`src/rtl/cpu_pkg.sv`:
```
// Shared CPU front-end types and constants.
package cpu_pkg;

  localparam int INSTR_W = 32;
  localparam int ADDR_W = 32;
  localparam logic [ADDR_W-1:0] RESET_PC = 32'h0000_0000;
  localparam logic [INSTR_W-1:0] NOP_INSTR = 32'h0000_0000;

  typedef struct packed {
    logic [INSTR_W-1:0] instr;
    logic [ADDR_W-1:0]  pc;
  } fq_entry_t;

endpackage

```
`src/rtl/fetch_fifo.sv`:
```
// Synchronous FIFO for fetched instructions; flush overrides push and pop.
module fetch_fifo
  import cpu_pkg::*;
#(
  parameter int DEPTH = 2,
  parameter type T = fq_entry_t,
  localparam int CNT_W = $clog2(DEPTH + 1)
) (
  input  logic             clk,
  input  logic             rst,
  input  logic             push,
  input  T                 wdata,
  input  logic             pop,
  input  logic             flush,
  output T                 rdata,
  output logic             full,
  output logic             empty,
  output logic [CNT_W-1:0] count
);

  localparam int PTR_W = (DEPTH > 1) ? $clog2(DEPTH) : 1;

  T                 mem_q [DEPTH];
  logic [PTR_W-1:0] wr_ptr_q, wr_ptr_d;
  logic [PTR_W-1:0] rd_ptr_q, rd_ptr_d;
  logic [CNT_W-1:0] count_q, count_d;
  logic             do_push;
  logic             do_pop;

  function automatic logic [PTR_W-1:0] ptr_inc(input logic [PTR_W-1:0] p);
    return (p == PTR_W'(DEPTH - 1)) ? '0 : p + PTR_W'(1);
  endfunction

  assign empty   = (count_q == '0);
  assign full    = (count_q == CNT_W'(DEPTH));
  assign count   = count_q;
  assign rdata   = mem_q[rd_ptr_q];
  assign do_pop  = pop && !empty;
  // A full queue may still accept a push when the head leaves in the same cycle.
  assign do_push = push && (!full || do_pop);

  always_comb begin
    wr_ptr_d = wr_ptr_q;
    rd_ptr_d = rd_ptr_q;
    count_d  = count_q;
    if (flush) begin
      wr_ptr_d = '0;
      rd_ptr_d = '0;
      count_d  = '0;
    end else begin
      if (do_push) wr_ptr_d = ptr_inc(wr_ptr_q);
      if (do_pop)  rd_ptr_d = ptr_inc(rd_ptr_q);
      count_d = count_q + CNT_W'(do_push) - CNT_W'(do_pop);
    end
  end

  always_ff @(posedge clk) begin
    if (rst) begin
      wr_ptr_q <= '0;
      rd_ptr_q <= '0;
      count_q  <= '0;
    end else begin
      wr_ptr_q <= wr_ptr_d;
      rd_ptr_q <= rd_ptr_d;
      count_q  <= count_d;
    end
  end

  always_ff @(posedge clk) begin
    if (do_push && !flush) mem_q[wr_ptr_q] <= wdata;
  end

  assert property (@(posedge clk) disable iff (rst) !(push && full && !pop && !flush))
    else $error("fetch_fifo: push into full queue");

endmodule

```
`src/rtl/if_stage.sv`:
```
// Instruction-fetch stage: PC, in-order variable-latency imem interface,
// fetch queue and redirect drain, feeding decode over valid/ready.
module if_stage
  import cpu_pkg::*;
#(
  parameter int                ADDR_W   = cpu_pkg::ADDR_W,
  parameter logic [ADDR_W-1:0] RESET_PC = ADDR_W'(cpu_pkg::RESET_PC),
  parameter int                FQ_DEPTH = 2
) (
  input  logic               clk,
  input  logic               rst,
  output logic               imem_req_valid,
  input  logic               imem_req_ready,
  output logic [ADDR_W-1:0]  imem_req_addr,
  input  logic               imem_resp_valid,
  input  logic [INSTR_W-1:0] imem_resp_data,
  input  logic               redirect_valid,
  input  logic [ADDR_W-1:0]  redirect_pc,
  output logic               id_valid,
  input  logic               id_ready,
  output logic [INSTR_W-1:0] id_instr,
  output logic [ADDR_W-1:0]  id_pc,
  output logic [ADDR_W-1:0]  id_pc_plus4
);

  // Handshakes: a transfer happens on a rising edge where valid && ready;
  // valid never waits on ready, and payload is held stable while valid && !ready.

  localparam int CW    = $clog2(FQ_DEPTH) + 1;
  localparam int CNT_W = $clog2(FQ_DEPTH + 1);
  localparam logic [ADDR_W-1:0] WORD_MASK = ~ADDR_W'(3);
  localparam logic [ADDR_W-1:0] PC_STEP   = ADDR_W'(4);

  typedef struct packed {
    logic [INSTR_W-1:0] instr;
    logic [ADDR_W-1:0]  pc;
  } entry_t;

  logic [ADDR_W-1:0] pc_q, pc_d;
  logic [ADDR_W-1:0] tag_q, tag_d;
  logic [CW-1:0]     out_q, out_d;
  logic [CW-1:0]     drop_q, drop_d;

  logic              fq_push, fq_pop, fq_flush;
  logic              fq_full, fq_empty;
  logic [CNT_W-1:0]  fq_count;
  entry_t            fq_wdata, fq_rdata;

  logic              credit_ok;
  logic              req_fire;
  logic              resp_live;

  // In-flight requests (including ones awaiting drop) reserve queue slots.
  assign credit_ok      = (int'(out_q) + int'(fq_count)) < FQ_DEPTH;
  assign imem_req_valid = !rst && !redirect_valid && credit_ok;
  assign imem_req_addr  = pc_q & WORD_MASK;
  assign req_fire       = imem_req_valid && imem_req_ready;
  // Responses with nothing outstanding belong to requests abandoned by reset.
  assign resp_live      = imem_resp_valid && (out_q != '0);

  always_comb begin
    pc_d     = pc_q;
    tag_d    = tag_q;
    out_d    = out_q;
    drop_d   = drop_q;
    fq_push  = 1'b0;
    fq_pop   = 1'b0;
    fq_flush = 1'b0;
    fq_wdata = '{instr: imem_resp_data, pc: tag_q};
    if (redirect_valid) begin
      pc_d     = redirect_pc & WORD_MASK;
      tag_d    = redirect_pc & WORD_MASK;
      fq_flush = 1'b1;
      out_d    = out_q - CW'(resp_live);
      drop_d   = out_q - CW'(resp_live);
    end else begin
      fq_pop = !fq_empty && id_ready;
      if (req_fire) pc_d = pc_q + PC_STEP;
      out_d = out_q + CW'(req_fire) - CW'(resp_live);
      if (resp_live) begin
        if (drop_q != '0) begin
          drop_d = drop_q - CW'(1);
        end else begin
          fq_push = 1'b1;
          tag_d   = tag_q + PC_STEP;
        end
      end
    end
  end

  always_ff @(posedge clk) begin
    if (rst) begin
      pc_q   <= RESET_PC;
      tag_q  <= RESET_PC;
      out_q  <= '0;
      drop_q <= '0;
    end else begin
      pc_q   <= pc_d;
      tag_q  <= tag_d;
      out_q  <= out_d;
      drop_q <= drop_d;
    end
  end

  fetch_fifo #(
    .DEPTH (FQ_DEPTH),
    .T     (entry_t)
  ) u_fetch_fifo (
    .clk   (clk),
    .rst   (rst),
    .push  (fq_push),
    .wdata (fq_wdata),
    .pop   (fq_pop),
    .flush (fq_flush),
    .rdata (fq_rdata),
    .full  (fq_full),
    .empty (fq_empty),
    .count (fq_count)
  );

  assign id_valid    = !fq_empty;
  assign id_instr    = fq_empty ? NOP_INSTR : fq_rdata.instr;
  assign id_pc       = fq_empty ? '0 : fq_rdata.pc;
  assign id_pc_plus4 = fq_empty ? '0 : fq_rdata.pc + PC_STEP;

  assert property (@(posedge clk) disable iff (rst) drop_q <= out_q)
    else $error("if_stage: drop count exceeds outstanding");
  assert property (@(posedge clk) disable iff (rst) !(fq_push && fq_full && !fq_pop))
    else $error("if_stage: fetch queue overflow");

endmodule

```
`config.mk`:
```
export PLATFORM = sky130hd
export DESIGN_NAME = if_stage
export DESIGN_NICKNAME = d
export VERILOG_FILES = /design/src/rtl/cpu_pkg.sv /design/src/rtl/fetch_fifo.sv /design/src/rtl/if_stage.sv
export SDC_FILE = /design/constraint.sdc
export NUM_CORES = 1
export LEC_CHECK = 0
export CAP_MARGIN = 10
export CORE_MARGIN = 4
export CORE_UTILIZATION = 50
export DETAILED_ROUTE_END_ITERATION = 10
export PLACE_DENSITY = 0.78
export SETUP_SLACK_MARGIN = 0.05
export SLEW_MARGIN = 20
export SYNTH_ARGS = -nofsm -noshare
export SYNTH_HDL_FRONTEND = slang
export SYNTH_SLANG_ARGS = --single-unit
```
`constraint.sdc`:
```
create_clock -name clk -period 6.4 [get_ports clk]
set_input_delay 0.64 -clock clk [delete_from_list [all_inputs] [get_ports clk]]
set_output_delay 0.64 -clock clk [all_outputs]
set_load 0.1 [all_outputs]
```
* After elaboration in Yosys (flattened, before gate mapping)
Memory sizes are Yosys's and may differ from the RTL's. A register that Yosys moved wholly into a read port is not among the register bits.
Cells that the tools add are included.
** Word-level totals
- Bits in registers :: 72
- Bits in writable memories :: 128
- Input port bits :: 70
- Output and inout bits :: 130
- Logic and storage cells :: 74
- Memories kept :: 1
** Operators by class
- Add/sub/neg operators :: 12
- Order comparisons :: 1
- Equality and inequality tests :: 2
- Mux-type cells :: 23
- Bitwise gates (word level) :: 1
- Reduce and logical (&&, ||, !) cells :: 25
** Memory list
- u_fetch_fifo.mem_q :: words 2, bits a word 64, read ports 1, clocked after Yosys merged registers in 1, write ports 1, RTL line fetch_fifo.sv:23 : T mem_q [DEPTH];
** Operators by type and width (count)
- 2-to-1 mux 32 bit :: 8
- adder 32 x 3 -> 32 bit, second input constant :: 3
- 2-to-1 mux 1 bit :: 11
- nonzero test 2 bit :: 5
- logical AND 1 bit :: 8
- 2-to-1 mux 2 bit :: 4
- AND reduction 2 bit :: 3
- subtractor 2 x 1 -> 2 bit :: 3
- logical NOT 1 bit :: 5
- adder 2 x 1 -> 2 bit :: 2
- OR reduction 2 bit :: 2
- adder 2 x 2 -> 3 bit :: 1
- < comparator 3 x 2 -> 1 bit, second input constant :: 1
- adder 1 bit, second input constant :: 2
- equality test 2 bit, second input constant :: 1
- logical NOT 2 bit :: 1
- inequality test 2 bit, second input constant :: 1
- subtractor 2 x 1 -> 2 bit, second input constant :: 1
- logical OR 1 bit :: 1
- NOT 1 bit :: 1

* Depth between registers and ports, before layout
Gate-level depths: netlist of the first run.
- Depth after elaboration :: 10
- Depth in mapped cells :: 15

* By module
Synthesis of the first run repeated with hierarchy kept, for this count alone.
** Second synthesis, totals
- Cells, all modules :: 902
- Area, all modules :: 9934.5 um^2
** By module, submodules not included
- if_stage :: instances 1, cells an instance 673, area an instance 5084.9 um^2
- fetch_fifo :: instances 1, cells an instance 229, area an instance 4849.7 um^2

* Worst setup path after synthesis of the first run
No wires, ideal clock.
- Path kind :: flip-flop to output port
- From :: register (tool-made name)
- To :: output id_pc_plus4[25]
- Arrival :: 4.467 ns
- Slack :: 1.293 ns
- Cell stages (with the launch flop) :: 7
- Cells stage by stage :: dfxtp_1 -> buf_6 -> buf_6 -> nand4_1 -> a22oi_2 -> nand4_2 -> o41ai_1
** RTL lines
- to (decl) :: RTL line if_stage.sv:23 : output logic [ADDR_W-1:0] id_pc_plus4

==> reports/qor.tcl, run 1 <==
set qor(run_status) {completed}
set qor(fp.dieArea_um2) 21400
set qor(detail_routed_net_length_per_standard_cell_um) 18.3
set qor(postSynth.topFlopCell) {sky130_fd_sc_hd__edfxtp_1}
set qor(power-per-cell-area_nw_per_um2) 266
set qor(num_vias) 7660
set qor(worstMarginPinSlew_ns) 1.05
set qor(power_leakage_nw) 3.98
set qor(place.gp.congestion) 0.834
set qor(antenna_violating_nets_post_route) 0
set qor(grt_usage_pct) 22.1
set qor(cts_resized) 0
set qor(synth-seq-area-share_pct) 53.3
set qor(share_of_cells_above_drive_strength_1_pct) 6.18
set qor(fin_ws_ns) 1.25
set qor(reg2reg_from) {out_q[0]}
set qor(clock-root-buffer) {sky130_fd_sc_hd__clkbuf_16}
set qor(max_stage_delay_ns) 1.21
set qor(synth_most_common_cell) {sky130_fd_sc_hd__edfxtp_1}
set qor(cts-root-to-sink-buffers) 2
set qor(timing.reg2reg.setup_slack_ns) 3.00
set qor(skew_ns) 0.0116
set qor(worst_r2r_endpoint) {out_q[1]}
set qor(worst_path_max_delay_cell) {sky130_fd_sc_hd__clkdlybuf4s50_1}
set qor(grt_max_degree) 70
set qor(finalWirelength_um) 24100
set qor(die-height_um) 146
set qor(yosysWarnings) 0
set qor(drv.max_cap_violation_count) 0
set qor(number_of_antenna_violations_at_the_first_check_in_global_routing) 0
set qor(grt_setup_unrepaired) {no}
set qor(timing.critical_path.fanout_max) 69
set qor(timing.critical_path.required_ns) 5.76
set qor(cts_inserted_buffers) 17
set qor(drt-initial-drc-count) 477
set qor(reg2reg_depth) 14
set qor(post_synth.cell_area_avg_um2) 10.6
set qor(number_of_input_and_output_port_buffers_inserted) 191
set qor(final_min_period_over_clock_period_pct) 80.4
set qor(timing.critical_path.to_type) {primary output}
set qor(io_pins) 200
set qor(yosys-top-cells-count) {sky130_fd_sc_hd__edfxtp_1, sky130_fd_sc_hd__nor2_1, sky130_fd_sc_hd__dfxtp_1, sky130_fd_sc_hd__nand2_1, sky130_fd_sc_hd__mux2i_1}
set qor(hpwl_after_dpl_um) 17000
set qor(areaGrowthSynthToFinish_pct) 27.9
set qor(timing.final.crit_period_ns) 5.15
set qor(max-vdd-ir-drop_mv) 0.196
set qor(synth-seq-cells) 193
set qor(timing.critical_path.from_type) {flop}
set qor(count_of_final_hold_check_violations) 0
set qor(critical_path_class) {reg -> out}
set qor(finalMaxSlewViolations) 0
set qor(setup_viol) 0
set qor(setup_total_negative_slack_ns) 0
set qor(cp.buffers_inverters) 1
set qor(hold_class) {reg -> reg}
set qor(drc_errors) 0
set qor(detail_route.vias_per_cell) 5.81
set qor(ctsHtreeMaxLevel) 4
set qor(netlist-cell-type-count) 71
set qor(post-place-ws_ns) 1.70
set qor(critPathCapture) {id_pc_plus4[25]}
set qor(vias_in_the_first_global_route) 7222
set qor(max_clock_freq_mhz) 194
set qor(grt-ovfl-total) 0
set qor(fin_nets) 1151
set qor(drtPass1Iterations) 5
set qor(path_delay_family) {compound AO/OA/AOI/OAI gates}
set qor(cts_tree) {yes}
set qor(worstPathArrival_ns) 4.51
set qor(yosys.area.top_type_share_pct) 38.9
set qor(grt_first_pass_wirelength_um) 38500
set qor(die_w_um) 146
set qor(floorplan.initialDensity_pct) 51.0
set qor(yosys_top_cell_by_area) {sky130_fd_sc_hd__edfxtp_1}
set qor(syn_inst) 901
set qor(tritoncts_num_sinks) 193
set qor(coreArea_um2) 18800
set qor(cells_traversed_along_the_worst_timing_path) {nand4_1 -> a22oi_1 -> nand4_2 -> o41ai_1 -> clkdlybuf4s50_1}
set qor(rel_slew_slack_pct) 29.5
set qor(holdBufCountCts) 0
set qor(clk_latency_ns) 0.43
set qor(clkSlewWorstSetupHoldPaths_ns) 0.07
set qor(totalPowerFinal_mw) 3.25
set qor(yosys-top-cells-area) {sky130_fd_sc_hd__edfxtp_1, sky130_fd_sc_hd__dfxtp_1, sky130_fd_sc_hd__mux2i_1}
set qor(number_of_cells_on_the_critical_path) 5
set qor(ys_async_sr_fraction_pct) 0
set qor(count_of_flip_flops_with_a_built_in_enable_after_synthesis) 124
set qor(std_cell_rows) 50
set qor(n_antenna_cell) 0
set qor(synth.cell_area_um2) 9570
set qor(cts_setup_buffers) 0
[metal layers]
| metal | global-route usage (%) | vias to the layer above | wire [µm] |
|---|---|---|---|
| li1 | - | 3701 | - |
| met1 | 32.9 | 3626 | 11100 |
| met2 | 33.6 | 321 | 10800 |
| met3 | 4.16 | 12 | 1950 |
| met4 | 5.55 | 0 | 174 |
| met5 | 0 | - | 0 |
[how the worst min path moves through the flow]
stage | startpoint | end | slack, ns | cells past startpoint
floorplan | tag_q[31] | u_fetch_fifo.mem_q[0][31] | 0.43 | 0
CTS | tag_q[31] | u_fetch_fifo.mem_q[1][31] | 0.47 | 0
detailed placement | tag_q[31] | u_fetch_fifo.mem_q[1][31] | 0.46 | 0
finish | tag_q[31] | u_fetch_fifo.mem_q[1][31] | 0.47 | 0
global placement | tag_q[31] | u_fetch_fifo.mem_q[0][31] | 0.45 | 0
global route | tag_q[31] | u_fetch_fifo.mem_q[1][31] | 0.50 | 0
[where the power goes]
part / internal (mW) / leakage (nW) / switching, mW / total [mW]
clock network: 0.660 / 0.302 / 0.466 / 1.13
registers: 1.41 / 1.70 / 0.0703 / 1.48
logic: 0.189 / 1.98 / 0.462 / 0.650
[logic make-up after synthesis]
kind of cell,Yosys count,share of synthesized area [%]
multiplexers,66,6.99
XOR/XNOR,42,3.84
adder cells (fa/ha/maj),10,1.39
AO/OA/AOI/OAI,160,11.7
flip-flops,193,53.3
other,1,0.0392
buffers and inverters,69,3.33
AND/OR/NAND/NOR,360,19.4
[layout make-up]
class / instances / area, µm²
inverters: 15 / 56.3
well taps: 234 / 293
clock buffers: 18 / 429
repair buffers: 200 / 1970
fillers: 1477 / 6520
multi-input cells: 644 / 4190
flip-flops and latches: 193 / 5110
clock inverters: 14 / 199
[stage by stage]
| stage | util [%] | instances | instance area [µm²] | hold WS [ns] |
|---|---|---|---|---|
| final | 65.2 | 1318 | 12200 | 0.475 |
| after global routing | 65.2 | 1318 | 12200 | 0.503 |
| after CTS | 65.2 | 1318 | 12200 | 0.473 |
| after detailed placement | 61.9 | 1286 | 11600 | 0.456 |
| after global placement | 61.9 | 1286 | 11600 | 0.452 |
| after floorplan | - | 906 | 9590 | 0.434 |
[placed cells by master, fill, tap and decap left out, types with 4 or more instances in the layout]
| master | count |
|---|---|
| sky130_fd_sc_hd__nand3_1 | 33 |
| sky130_fd_sc_hd__clkbuf_16 | 17 |
| sky130_fd_sc_hd__a311oi_1 | 5 |
| sky130_fd_sc_hd__o31ai_1 | 7 |
| sky130_fd_sc_hd__a21oi_1 | 39 |
| sky130_fd_sc_hd__nor3_1 | 20 |
| sky130_fd_sc_hd__nor2b_1 | 4 |
| sky130_fd_sc_hd__o21ai_0 | 23 |
| sky130_fd_sc_hd__nand4b_1 | 8 |
| sky130_fd_sc_hd__inv_6 | 5 |
| sky130_fd_sc_hd__and2_1 | 14 |
| sky130_fd_sc_hd__o31a_1 | 6 |
| sky130_fd_sc_hd__and3_1 | 13 |
| sky130_fd_sc_hd__and4_1 | 9 |
| sky130_fd_sc_hd__nand3b_1 | 7 |
| sky130_fd_sc_hd__edfxtp_1 | 124 |
| sky130_fd_sc_hd__or3_1 | 10 |
| sky130_fd_sc_hd__buf_4 | 9 |
| sky130_fd_sc_hd__mux2i_1 | 59 |
| sky130_fd_sc_hd__nor4_1 | 10 |
| sky130_fd_sc_hd__mux2_2 | 7 |
| sky130_fd_sc_hd__a31oi_1 | 21 |
| sky130_fd_sc_hd__or4_1 | 6 |
| sky130_fd_sc_hd__conb_1 | 6 |
| sky130_fd_sc_hd__a211oi_1 | 13 |
| sky130_fd_sc_hd__inv_1 | 13 |
| sky130_fd_sc_hd__ha_1 | 9 |
| sky130_fd_sc_hd__nor2_1 | 115 |
| sky130_fd_sc_hd__dfxtp_1 | 68 |
| sky130_fd_sc_hd__xor2_1 | 17 |
| sky130_fd_sc_hd__bufinv_16 | 4 |
| sky130_fd_sc_hd__xnor2_1 | 25 |
| sky130_fd_sc_hd__o211ai_1 | 11 |
| sky130_fd_sc_hd__nand2_1 | 69 |
| sky130_fd_sc_hd__o311ai_0 | 4 |
| sky130_fd_sc_hd__clkdlybuf4s50_1 | 190 |
| sky130_fd_sc_hd__nand4_1 | 27 |
[worst reg2reg max path, delay by kind of cell (launching register included)]
family	cells	cell delay [ns]
adder cells (fa/ha/maj)	3	1.00
AND/OR/NAND/NOR	4	0.73
buffers and inverters	4	0.58
AO/OA/AOI/OAI	1	0.19
flip-flops	1	0.50
XOR/XNOR	2	0.26
[sequential cells by signal (all words and copies together) (netlist names), named ones only]
| register | count |
|---|---|
| u_fetch_fifo.wr_ptr_q | 1 |
| pc_q | 30 |
| tag_q | 30 |
| drop_q | 2 |
| u_fetch_fifo.count | 2 |
| u_fetch_fifo.rd_ptr_q | 1 |
| u_fetch_fifo.mem_q | 124 |
| out_q | 2 |
Note: power is estimated with default switching activity, not from simulation.
==> inputs of run 2 (changes only) <==
--- a/config.mk
+++ b/config.mk
@@ -7,9 +7,9 @@
 export LEC_CHECK = 0
 export CAP_MARGIN = 10
 export CORE_MARGIN = 4
-export CORE_UTILIZATION = 50
+export CORE_UTILIZATION = 47
 export DETAILED_ROUTE_END_ITERATION = 10
-export PLACE_DENSITY = 0.78
+export PLACE_DENSITY = 0.77
 export SETUP_SLACK_MARGIN = 0.05
 export SLEW_MARGIN = 20
 export SYNTH_ARGS = -nofsm -noshare
==> constraint.sdc (replaced) <==
create_clock -name clk -period 4.4 [get_ports clk]
set_input_delay 0.44 -clock clk [delete_from_list [all_inputs] [get_ports clk]]
set_output_delay 0.44 -clock clk [all_outputs]
set_load 0.1 [all_outputs]
==> reports/qor.tcl, run 2 (synthesis results as in run 1) <==
set qor(run_status) {completed}
set qor(max_stage_delay_ns) 0.89 ;# -0.32 ns
set qor(timing.final.crit_period_ns) 3.88
set qor(post-place-ws_ns) 0.979 ;# -0.724 ns
set qor(cts-root-to-sink-buffers) 2 ;# unchanged
set qor(antenna_violating_nets_post_route) 0 ;# unchanged
set qor(drt-initial-drc-count) 464 ;# -2.7%
set qor(grt-ovfl-total) 0 ;# unchanged
set qor(io_pins) 200 ;# unchanged
set qor(max-vdd-ir-drop_mv) 0.264 ;# +35%
set qor(share_of_cells_above_drive_strength_1_pct) 13.3 ;# +7.1 points
set qor(finalWirelength_um) 24700 ;# +2.5%
set qor(floorplan.initialDensity_pct) 48.6 ;# -2.5 points
set qor(cts_inserted_buffers) 17 ;# unchanged
set qor(num_vias) 7726 ;# +0.86%
set qor(grt_first_pass_wirelength_um) 38000 ;# -1.2%
set qor(multi_input_area_um2) 4240 ;# +1.2%
set qor(holdBufCountCts) 0 ;# unchanged
set qor(drtPass1Iterations) 5 ;# unchanged
set qor(die_w_um) 151 ;# +3.0%
set qor(setup_viol) 0 ;# unchanged
set qor(place_inst) 1322 ;# +2.8%
set qor(coreArea_um2) 19700 ;# +5.1%
set qor(seqPwrFrac_pct) 46.0 ;# +0.6 points
set qor(worst_path_max_delay_cell) {sky130_fd_sc_hd__dfxtp_4}
set qor(hold_slack_ns) 0.506 ;# +0.0312 ns
set qor(worstMarginPinSlew_ns) 1.04 ;# -0.0184 ns
set qor(grt_setup_unrepaired) {no}
set qor(number_of_antenna_violations_at_the_first_check_in_global_routing) 0 ;# unchanged
set qor(tritoncts_num_sinks) 193 ;# unchanged
set qor(fin_nets) 1156 ;# +0.43%
set qor(power-per-cell-area_nw_per_um2) 382 ;# +44%
set qor(cts_setup_buffers) 0 ;# unchanged
set qor(cellInternalPower_mw) 3.13 ;# +39%
set qor(critical_path_class) {reg -> out}
set qor(skew_ns) 0.00939 ;# -0.00219 ns
set qor(power_leakage_nw) 4.15 ;# +4.1%
set qor(final_min_period_over_clock_period_pct) 88.1
set qor(ctsHtreeMaxLevel) 4 ;# unchanged
set qor(drc_errors) 0 ;# unchanged
set qor(final_standard_cell_area_without_fillers_um2) 12200 ;# -0.36%
set qor(cts_resized) 0 ;# unchanged
set qor(std_cell_rows) 51 ;# +2.0%
set qor(timing.critical_path.fanout_max) 63 ;# -8.7%
set qor(timing.critical_path.from_type) {flop}
set qor(areaGrowthSynthToFinish_pct) 27.4
set qor(worstPathArrival_ns) 3.44 ;# -1.07 ns
set qor(final_util_pct) 61.9 ;# -3.4 points
set qor(net-switching-power_mw) 1.52 ;# +53%
set qor(n_antenna_cell) 0 ;# unchanged
set qor(setup_total_negative_slack_ns) 0 ;# unchanged
set qor(count_of_final_hold_check_violations) 0 ;# unchanged
set qor(totalPowerFinal_mw) 4.66 ;# +43%
set qor(largest_register_ffs) 124 ;# unchanged
set qor(drv.max_cap_violation_count) 0 ;# unchanged
set qor(layout.cells.most_common_list) {sky130_fd_sc_hd__clkdlybuf4s50_1, sky130_fd_sc_hd__edfxtp_1, sky130_fd_sc_hd__nor2_1, sky130_fd_sc_hd__buf_4, sky130_fd_sc_hd__nand2_1}
set qor(clk_latency_ns) 0.44 ;# about the same
set qor(finalMaxSlewViolations) 0 ;# unchanged
set qor(largest_registers) {u_fetch_fifo.mem_q (124), pc_q (30), tag_q (30)}
set qor(cells_traversed_along_the_worst_timing_path) {nand4_1 -> a22oi_2 -> nand3_1 -> nor3b_1 -> mux2_2 -> buf_4}
set qor(number_of_input_and_output_port_buffers_inserted) 191 ;# unchanged
set qor(rel_slew_slack_pct) 30.7 ;# +1.2 points
set qor(sequential_cell_area_um2) 5110 ;# unchanged
set qor(fin_ws_ns) 0.523 ;# -0.729 ns
set qor(cts_tree) {yes}
set qor(timing.critical_path.to_type) {primary output}
set qor(grt_usage_pct) 21.4 ;# -0.73 points
set qor(hpwl_after_dpl_um) 17700 ;# +4.5%
set qor(detail_routed_net_length_per_standard_cell_um) 18.2 ;# -0.25%
set qor(mostFrequentLayoutCell) {sky130_fd_sc_hd__clkdlybuf4s50_1}
set qor(clock-root-buffer) {sky130_fd_sc_hd__clkbuf_16}
set qor(timing.critical_path.required_ns) 3.96 ;# -1.80 ns
set qor(place.gp.congestion) 0.829 ;# -0.61%
set qor(switching_share_pct) 32.7 ;# +2.1 points
set qor(fp.dieArea_um2) 22700 ;# +6.0%
set qor(detail_route.vias_per_cell) 5.71 ;# -1.8%
set qor(hold_class) {in -> reg}
set qor(layout.filler_cells) 1535 ;# +3.9%
set qor(registers.top_by_ff_count) {u_fetch_fifo.mem_q}
set qor(pwr-share-clk_pct) 33.6 ;# -1.0 points
set qor(layoutNonFillerInstCount) 1354 ;# +2.7%
set qor(die-height_um) 151 ;# +3.0%
set qor(vias_in_the_first_global_route) 7117 ;# -1.5%
set qor(dpl-instance-area_um2) 11600 ;# -0.13%
set qor(p_comb_share_pct) 20.4 ;# +0.4 points
set qor(max_clock_freq_mhz) 258
set qor(clkSlewWorstSetupHoldPaths_ns) 0.08 ;# about the same
set qor(grt_max_degree) 65 ;# -7.1%
## run 2: worst paths after layout
kind / start / endpoint / slack, ns / depth (start not counted)
hold / removal: rst / pc_q[6] / 0.51 / 6
setup / recovery: flop / id_pc_plus4[23] / 0.52 / 6
hold reg to reg: tag_q[22] / u_fetch_fifo.mem_q[0][22] / 0.51 / 0
setup reg to reg: out_q[0] / out_q[1] / 1.24 / 13
## run 2: cell type report
cell class,instances,area share (%)
tap,265,2.72
sequential,193,41.9
clock inverter,15,1.43
multi-input combinational,644,34.7
timing repair buffer,205,15.3
clock buffer,17,3.49
inverter,15,0.461
## run 2: routing by layer
metal  global-route usage, %  share of wire [%]  wire length, µm  vias to the layer above
met5                       0                  0                0                        -
met4                    5.49                1.3              311                        0
met3                    5.00                 10             2480                       27
met2                    32.2                 43            10700                      364
met1                    31.1                 45            11200                     3618
li1                        -                  -                -                     3717
## run 2: power groups by stage
stage	combinational [mW]	sequential, mW	clock (mW)
after global routing	1.01	2.16	1.69
after floorplan	0.593	2.27	0
after detailed placement	0.946	2.18	0
final	0.949	2.15	1.56
after CTS	0.951	2.14	1.59
after global placement	0.938	2.18	0
## run 2: critical path, delay by kind of cell, from the launching register on
family	cells	cell delay [ns]
flops	1	0.89
compound gates	1	0.58
mux	1	0.36
simple gates	3	0.93
buf+inv	1	0.23
